[src/rtl/drive_arbiter_if.sv]
// Bundle between the UART/sensor front end and the drive arbiter.
// slave is the arbiter side; master is the environment driving commands.
interface drive_arbiter_if;
    logic [7:0] rx_data;
    logic       rx_done;
    logic       is_wall;
    logic       motor_en;
    logic       motor_dir;
    logic       motor_dir2;
    logic [1:0] mode;
    logic       busy;
    logic [2:0] state_dbg;

    // rx_data is qualified by the single-cycle rx_done strobe; there is no
    // back-pressure, so every strobed byte is consumed on the edge it is seen.
    modport slave (
        input  rx_data, rx_done, is_wall,
        output motor_en, motor_dir, motor_dir2, mode, busy, state_dbg
    );

    modport master (
        output rx_data, rx_done, is_wall,
        input  motor_en, motor_dir, motor_dir2, mode, busy, state_dbg
    );
endinterface

[src/rtl/drive_arbiter.sv]
// Command arbiter and motion sequencer for the two-stepper drive.
// Optional manual-mode command watchdog: define DRIVE_ARBITER_WATCHDOG_EN.
module drive_arbiter #(
    parameter int BACK_CYCLES = 200_000_000,
    parameter int TURN_CYCLES = 200_000_000,
    parameter int WDOG_CYCLES = 100_000_000,
    parameter int CNT_W       = 28
) (
    input  logic           Clk,
    input  logic           Rst_n,
    drive_arbiter_if.slave bus
);

    typedef enum logic [2:0] {
        S_IDLE      = 3'd0,
        S_MANUAL    = 3'd1,
        S_AUTO_FWD  = 3'd2,
        S_AUTO_BACK = 3'd3,
        S_AUTO_TURN = 3'd4
    } state_t;

    // Motion encodings as {en, dir, dir2}.
    localparam logic [2:0] MOT_FWD   = 3'b101;
    localparam logic [2:0] MOT_BACK  = 3'b110;
    localparam logic [2:0] MOT_LEFT  = 3'b100;
    localparam logic [2:0] MOT_RIGHT = 3'b111;
    localparam logic [2:0] MOT_STOP  = 3'b011;

    localparam logic [CNT_W-1:0] BACK_LAST = CNT_W'(BACK_CYCLES - 1);
    localparam logic [CNT_W-1:0] TURN_LAST = CNT_W'(TURN_CYCLES - 1);
`ifdef DRIVE_ARBITER_WATCHDOG_EN
    localparam logic [CNT_W-1:0] WDOG_LAST = CNT_W'(WDOG_CYCLES - 1);
`endif

    // The shared counter must be able to reach the longest phase length.
    if ((64'(BACK_CYCLES) > (64'd1 << CNT_W)) || (64'(TURN_CYCLES) > (64'd1 << CNT_W)) ||
        (64'(WDOG_CYCLES) > (64'd1 << CNT_W)) || (BACK_CYCLES < 1) || (TURN_CYCLES < 1) ||
        (WDOG_CYCLES < 1)) begin : g_bad_params
        $error("drive_arbiter: CNT_W too small or phase length below 1");
    end

    state_t           state_q, state_d;
    logic [2:0]       motion_q, motion_d;
    logic [CNT_W-1:0] cnt_q, cnt_d;
    logic [2:0]       out_q, out_d;
    logic [1:0]       mode_q, mode_d;
    logic             busy_q, busy_d;

    logic             is_move;
    logic             is_stop;
    logic             is_auto;
    logic [2:0]       move_code;

    always_comb begin
        is_move   = 1'b0;
        is_stop   = 1'b0;
        is_auto   = 1'b0;
        move_code = MOT_STOP;
        if (bus.rx_done) begin
            case (bus.rx_data)
                8'h46: begin is_move = 1'b1; move_code = MOT_FWD;   end
                8'h42: begin is_move = 1'b1; move_code = MOT_BACK;  end
                8'h4C: begin is_move = 1'b1; move_code = MOT_LEFT;  end
                8'h52: begin is_move = 1'b1; move_code = MOT_RIGHT; end
                8'h53: is_stop = 1'b1;
                8'h41: is_auto = 1'b1;
                default: ;
            endcase
        end
    end

    // Commands take priority over is_wall and phase expiry. 'A' inside an
    // auto state is not a command at all, so the sequence keeps running.
    always_comb begin
        state_d  = state_q;
        motion_d = motion_q;
        cnt_d    = cnt_q;
        if (is_move) begin
            state_d  = S_MANUAL;
            motion_d = move_code;
            cnt_d    = '0;
        end else if (is_stop) begin
            state_d = S_IDLE;
            cnt_d   = '0;
        end else if (is_auto && (state_q == S_IDLE || state_q == S_MANUAL)) begin
            state_d = S_AUTO_FWD;
            cnt_d   = '0;
        end else begin
            case (state_q)
                S_IDLE: cnt_d = '0;
                S_MANUAL: begin
`ifdef DRIVE_ARBITER_WATCHDOG_EN
                    if (cnt_q == WDOG_LAST) begin
                        state_d = S_IDLE;
                        cnt_d   = '0;
                    end else begin
                        cnt_d = cnt_q + 1'b1;
                    end
`else
                    cnt_d = '0;
`endif
                end
                S_AUTO_FWD: begin
                    cnt_d = '0;
                    if (bus.is_wall) begin
                        state_d = S_AUTO_BACK;
                    end
                end
                S_AUTO_BACK: begin
                    if (cnt_q == BACK_LAST) begin
                        state_d = S_AUTO_TURN;
                        cnt_d   = '0;
                    end else begin
                        cnt_d = cnt_q + 1'b1;
                    end
                end
                S_AUTO_TURN: begin
                    if (cnt_q == TURN_LAST) begin
                        state_d = S_AUTO_FWD;
                        cnt_d   = '0;
                    end else begin
                        cnt_d = cnt_q + 1'b1;
                    end
                end
                default: begin
                    state_d = S_IDLE;
                    cnt_d   = '0;
                end
            endcase
        end
    end

    // Outputs are decoded from the next state so they register on the same
    // edge as the state itself.
    always_comb begin
        out_d  = MOT_STOP;
        mode_d = 2'd0;
        busy_d = 1'b0;
        case (state_d)
            S_MANUAL: begin
                out_d  = motion_d;
                mode_d = 2'd1;
            end
            S_AUTO_FWD: begin
                out_d  = MOT_FWD;
                mode_d = 2'd2;
            end
            S_AUTO_BACK: begin
                out_d  = MOT_BACK;
                mode_d = 2'd2;
                busy_d = 1'b1;
            end
            S_AUTO_TURN: begin
                out_d  = MOT_LEFT;
                mode_d = 2'd2;
                busy_d = 1'b1;
            end
            default: ;
        endcase
    end

    always_ff @(posedge Clk or negedge Rst_n) begin
        if (!Rst_n) begin
            state_q  <= S_IDLE;
            motion_q <= MOT_STOP;
            cnt_q    <= '0;
            out_q    <= MOT_STOP;
            mode_q   <= 2'd0;
            busy_q   <= 1'b0;
        end else begin
            state_q  <= state_d;
            motion_q <= motion_d;
            cnt_q    <= cnt_d;
            out_q    <= out_d;
            mode_q   <= mode_d;
            busy_q   <= busy_d;
        end
    end

    assign bus.motor_en   = out_q[2];
    assign bus.motor_dir  = out_q[1];
    assign bus.motor_dir2 = out_q[0];
    assign bus.mode       = mode_q;
    assign bus.busy       = busy_q;
    assign bus.state_dbg  = state_q;

endmodule
[src/flat_wrapper.sv]
// flat-port wrapper written by rule: the top's interface ports become plain ports
module drive_arbiter_flat 
#(
    parameter int BACK_CYCLES = 200_000_000,
    parameter int TURN_CYCLES = 200_000_000,
    parameter int WDOG_CYCLES = 100_000_000,
    parameter int CNT_W       = 28
)
  (Clk, Rst_n, bus_rx_data, bus_rx_done, bus_is_wall, bus_motor_en, bus_motor_dir, bus_motor_dir2, bus_mode, bus_busy, bus_state_dbg);
  drive_arbiter_if bus_i ();
  input  logic Clk;
  input  logic Rst_n;
  input wire logic [$bits(bus_i.rx_data)-1:0] bus_rx_data;
  input wire logic [$bits(bus_i.rx_done)-1:0] bus_rx_done;
  input wire logic [$bits(bus_i.is_wall)-1:0] bus_is_wall;
  output wire logic [$bits(bus_i.motor_en)-1:0] bus_motor_en;
  output wire logic [$bits(bus_i.motor_dir)-1:0] bus_motor_dir;
  output wire logic [$bits(bus_i.motor_dir2)-1:0] bus_motor_dir2;
  output wire logic [$bits(bus_i.mode)-1:0] bus_mode;
  output wire logic [$bits(bus_i.busy)-1:0] bus_busy;
  output wire logic [$bits(bus_i.state_dbg)-1:0] bus_state_dbg;
  assign bus_i.rx_data = bus_rx_data;
  assign bus_i.rx_done = bus_rx_done;
  assign bus_i.is_wall = bus_is_wall;
  assign bus_motor_en = bus_i.motor_en;
  assign bus_motor_dir = bus_i.motor_dir;
  assign bus_motor_dir2 = bus_i.motor_dir2;
  assign bus_mode = bus_i.mode;
  assign bus_busy = bus_i.busy;
  assign bus_state_dbg = bus_i.state_dbg;
  drive_arbiter #(.BACK_CYCLES(BACK_CYCLES), .TURN_CYCLES(TURN_CYCLES), .WDOG_CYCLES(WDOG_CYCLES), .CNT_W(CNT_W)) u_core (.Clk(Clk), .Rst_n(Rst_n), .bus(bus_i));
endmodule
[config.mk]
export PLATFORM = sky130hd
export DESIGN_NAME = drive_arbiter_flat
export DESIGN_NICKNAME = d
export VERILOG_FILES = /design/src/rtl/drive_arbiter_if.sv /design/src/rtl/drive_arbiter.sv /design/src/flat_wrapper.sv
export SDC_FILE = /design/constraint.sdc
export NUM_CORES = 1
export LEC_CHECK = 0
export BUFFER_PORTS_ARGS = -buffer_cell sky130_fd_sc_hd__buf_4
export CAP_MARGIN = 30
export CORE_ASPECT_RATIO = 1.1
export CORE_MARGIN = 2
export CORE_UTILIZATION = 57
export CTS_CLUSTER_SIZE = 24
export DETAILED_ROUTE_END_ITERATION = 6
export PLACE_DENSITY_LB_ADDON = 0.2
export SLEW_MARGIN = 20
export SYNTH_ARGS = -nofsm -noshare
export SYNTH_HDL_FRONTEND = slang
export SYNTH_SLANG_ARGS = --single-unit
[constraint.sdc]
create_clock -name Clk -period 4.1 [get_ports Clk]
set_input_delay 0.82 -clock Clk [delete_from_list [all_inputs] [get_ports Clk]]
set_output_delay 0.82 -clock Clk [all_outputs]
set_load 0.02 [all_outputs]
# Word level (Yosys, flattened, before mapping)
# Cells that the tools add are included.
# word_totals
register_bits	40
output_inout_bits	9
word_cells	54
# classes
add_sub_neg	1
eq_ne	15
mux	24
n_reduce_logical	8
# op_table
op	n
2-to-1 mux 28 bit	5
== test 8 x 7 -> 1 bit (second input constant)	6
case mux 3 bit (4 select lines)	3
adder 28 x 1 -> 28 bit (second input constant)	1
== test 28 bit (second input constant)	1
2-to-1 mux 3 bit	8
== test 3 x 2 -> 1 bit (second input constant)	4
2-to-1 mux 1 bit	7
== test 3 x 1 -> 1 bit (second input constant)	2
== test 3 bit (second input constant)	2
OR reduction 2 bit	3
case mux 2 bit (2 select lines)	1
OR reduction 4 bit	1
zero test 3 bit	1
OR reduction 3 bit	1
logical AND 1 bit	1
logical OR 1 bit	1

# Depth between registers and ports, before layout
# depth
depth_word	10
ltp_mapped	8

# Worst setup path after synthesis
# Ideal clock, no wire load.
# synth_timing
path_kind	input-to-reg
from	input port bus_rx_data[4]
to	register u_core.out_q[0]
setup_time_ns	0.077
arrival_ns	2.215
t_required_ns	4.023
path_slack_ns	1.808
cell_stages	7
cell_sequence	buf_6 > nand4bb_1 > a21boi_2 > and4bb_2 > mux2_4 > and2_1 > o21a_1
# synth_lines
element	line	rtl
start: declaration	flat_wrapper.sv:13	input wire logic [$bits(bus_i.rx_data)-1:0] bus_rx_data;
== test 8 x 7 -> 1 bit	drive_arbiter.sv:60	case (bus.rx_data)
OR reduction 4 bit (no line)	-	
2-to-1 mux 1 bit	drive_arbiter.sv:60	
2-to-1 mux 1 bit	drive_arbiter.sv:59	if (bus.rx_done) begin
2-to-1 mux 3 bit (*)	drive_arbiter.sv:78	if (is_move) begin
net u_core.motion_d[0]	drive_arbiter.sv:43	logic [2:0] motion_q, motion_d;
case mux 3 bit (4 select lines) (*)	drive_arbiter.sv:139	case (state_d)
net u_core.out_d[0]	drive_arbiter.sv:45	logic [2:0] out_q, out_d;
end signal: assignment	drive_arbiter.sv:174	out_q <= out_d;
end: declaration	drive_arbiter.sv:45	
# The timed path passes the listed nets; every way through them passes the cells marked *.

# Worst setup path in the final report
# layout_timing
from	input port bus_rx_data[1]
to	register u_core.cnt_q[4]
# layout_between
elab_chain_len	7
# layout_rtl
element	line	rtl
== test 8 x 7 -> 1 bit	drive_arbiter.sv:60	
2-to-1 mux 1 bit	drive_arbiter.sv:60	
2-to-1 mux 1 bit	drive_arbiter.sv:59	
logical AND 1 bit	drive_arbiter.sv:85	end else if (is_auto && (state_q == S_IDLE || state_q == S_MANUAL)) begin
2-to-1 mux 28 bit	drive_arbiter.sv:85	
2-to-1 mux 28 bit	drive_arbiter.sv:82	end else if (is_stop) begin
2-to-1 mux 28 bit (*)	drive_arbiter.sv:78	
net u_core.cnt_d[4]	drive_arbiter.sv:44	logic [CNT_W-1:0] cnt_q, cnt_d;
end signal: assignment	drive_arbiter.sv:173	cnt_q <= cnt_d;
end: declaration	drive_arbiter.sv:44	
# Marked as above.

==> results.json <==
{
  "chipHeight_um": 68.1,
  "top_layer": "met4",
  "area_delta_synth_final_pct": 14.8,
  "drc": 0,
  "synth_area_um2": 2130,
  "fin_nets": 248,
  "synth_area_leaders": "dfrtp_1, nor2_1, xnor2_1, xor2_1, dfstp_2",
  "grtUsageTotal_pct": 21.4,
  "viasPerCell": 5.54,
  "cts_resized": 0,
  "setup_tns_ps": 0,
  "clock_skew_ps": 5.76,
  "path_buf_inv": 2,
  "rsz0062_at_grt": "false",
  "yosysWarnings": 0,
  "fmax_ghz": 0.471,
  "die_area_um2": 4230,
  "synth.top_cell.area_share_pct": 42.4,
  "grt_pass1_wl_um": 7000,
  "min_period_ps": 2120,
  "grt_max_degree": 41,
  "cp-end-kind": "flop",
  "ys_ff_latch": 40,
  "drtAntennaViolNets": 0,
  "path_max_fanout": 21,
  "critPathArrivalTime_ps": 2300,
  "clock_latency_ps": 290,
  "critPathMostFrequentCell": "buf_4",
  "cts_buffer_depth": 2,
  "dr.first_iter.drc_count": 86,
  "setup_violations": 0,
  "criticalPathCategory": "input port to flop",
  "dp_hpwl_um": 2840,
  "cts_max_level": 2,
  "cp_cell_sequence": "buf_4, nor4_2, a21oi_1, nor2b_1, o21ai_2, o211ai_2, buf_4, nor2_1",
  "num_antenna_cells": 0,
  "cts_tree": "done",
  "start_util_pct": 59.1,
  "wl_met1_um": 1800,
  "gp_congestion": 0.878,
  "met3_length_um": 157,
  "vias": 1585,
  "worst_pin_slew_ps": 474,
  "final_util_pct": 67.8,
  "crit_slowest_cell": "nor4_2",
  "met2_length_um": 2050,
  "synth_top_area_cell": "dfrtp_1",
  "drtPass1Iterations": 4,
  "antenna_found_initial": 0,
  "cp.required_ps": 4280,
  "core_um2": 3600,
  "layout_commonest_cell": "dfrtp_1",
  "status": "finished, final reports clean",
  "drv_slew": 0,
  "overflow": 0,
  "dp_cells": 278,
  "rows": 23,
  "cts_root_buf": "clkbuf_8",
  "cts.reportedPaths.clkPinSlew_ps": 80,
  "hold_path.class": "input port to async pin",
  "slew_headroom_pct": 68.4,
  "io_buffer_count": 20,
  "layout.cells.non_filler": 286,
  "synth_top_flop_cell": "dfrtp_1",
  "startpoint_type": "input port",
  "die_width_um": 62.2,
  "drt-total-wl_um": 4090,
  "leakage_nw": 1.01,
  "numCtsBuffers": 5,
  "ys_types": 54,
  "synth_edf_count": 0,
  "totalPowerFinal_mw": 0.826,
  "io_pins": 21,
  "syn-num-nets": 223,
  "holdWs_ps": 474,
  "fin_crit_sh_pct": 51.8,
  "post_cts_buffers": 0,
  "final_layout_size_suffix_gt1_share_pct": 22.5,
  "final-hold-violation-count": 0,
  "crit_family": "simple AND/OR/NAND/NOR gates",
  "syn_area_per_cell_um2": 10.1,
  "vdd_ir_drop_max_mv": 0.277,
  "grt_pass1_vias": 1529,
  "synthArstFlopShare_pct": 100,
  "wire_per_inst_um": 14.3,
  "cts_hold_buffers": 0,
  "synth_cells": 210,
  "clkSinkCount": 40,
  "max-cap-violations": 0,
  "final_cell_mix": "dfrtp_1, nor2_1, buf_4, nand2_1",
  "p_per_area_nw_per_um2": 339,
  "synth_seq_area_share_pct": 47.3,
  "crit_path_max_incr_delay_ps": 350
}
[sequential cells by signal (all words and copies together), names as in the netlist]
signal	count
u_core.out_q	3
u_core.cnt_q	28
u_core.bus.state_dbg	3
u_core.motion_q	3
u_core.bus.busy	1
u_core.bus.mode	2
[metrics by stage]
step                worst slack, ps  cell area [µm²]
global route                   1850             2440
CTS                            1980             2440
global placement               1680             2320
finish                         1980             2440
floorplan                      1810             2130
detailed placement             1680             2320
[final cells by class]
cell class              instances  area (µm²)
clock buffers                   5        68.8
well taps                      50        62.6
multi-input cells             159        1070
flip-flops and latches         40        1010
clock inverters                 3        46.3
fillers                       292        1160
repair buffers                 21         158
inverters                       8        30.0
[power breakdown]
| group | internal [mW] | switching (mW) |
|---|---|---|
| clock network | 0.183 | 0.145 |
| logic | 0.0379 | 0.0446 |
| registers | 0.409 | 0.00666 |
[cells by family after synthesis]
kind of cell	synth area share, %
xor+xnor	10.7
flops	47.3
mux	2.18
simple gates	28.1
fa+ha+maj	0.588
buf+inv	2.41
compound gates	8.71
[layer usage]
layer  track usage [%]  vias up
met5                 0        -
met4              9.72        0
met3              5.43        9
met2              38.5       31
met1              24.6      761
li1                  -      784
[Yosys cell counts (3+ instances only)]
| cell type | n |
|---|---|
| and3_1 | 4 |
| nand3_1 | 13 |
| xnor2_1 | 13 |
| nand2_1 | 15 |
| dfstp_2 | 4 |
| a21oi_1 | 6 |
| nand4_1 | 6 |
| xor2_1 | 13 |
| inv_1 | 6 |
| nor2_1 | 34 |
| nor3_1 | 3 |
| and4_1 | 4 |
| dfrtp_1 | 36 |
[path summary, 6_finish.rpt]
kind                       slack (ps)  cells past startpoint                                 to                    startpoint
max reg2reg                      2040                      6          u_core.out_q[2]$_DFF_PN0_    u_core.cnt_q[11]$_DFF_PN0_
min in group Clk                  490                      1       u_core.motion_q[2]$_DFF_PN0_  u_core.motion_q[2]$_DFF_PN0_
min reg2reg                       490                      1       u_core.motion_q[2]$_DFF_PN0_  u_core.motion_q[2]$_DFF_PN0_
max in group asynchronous        3270                      1       u_core.motion_q[1]$_DFF_PN1_                         Rst_n
max                              1980                      8          u_core.cnt_q[4]$_DFF_PN0_                bus_rx_data[1]
min                               470                      1  u_core.bus.state_dbg[1]$_DFF_PN0_                         Rst_n
Note: power is estimated with default switching activity, not from simulation.
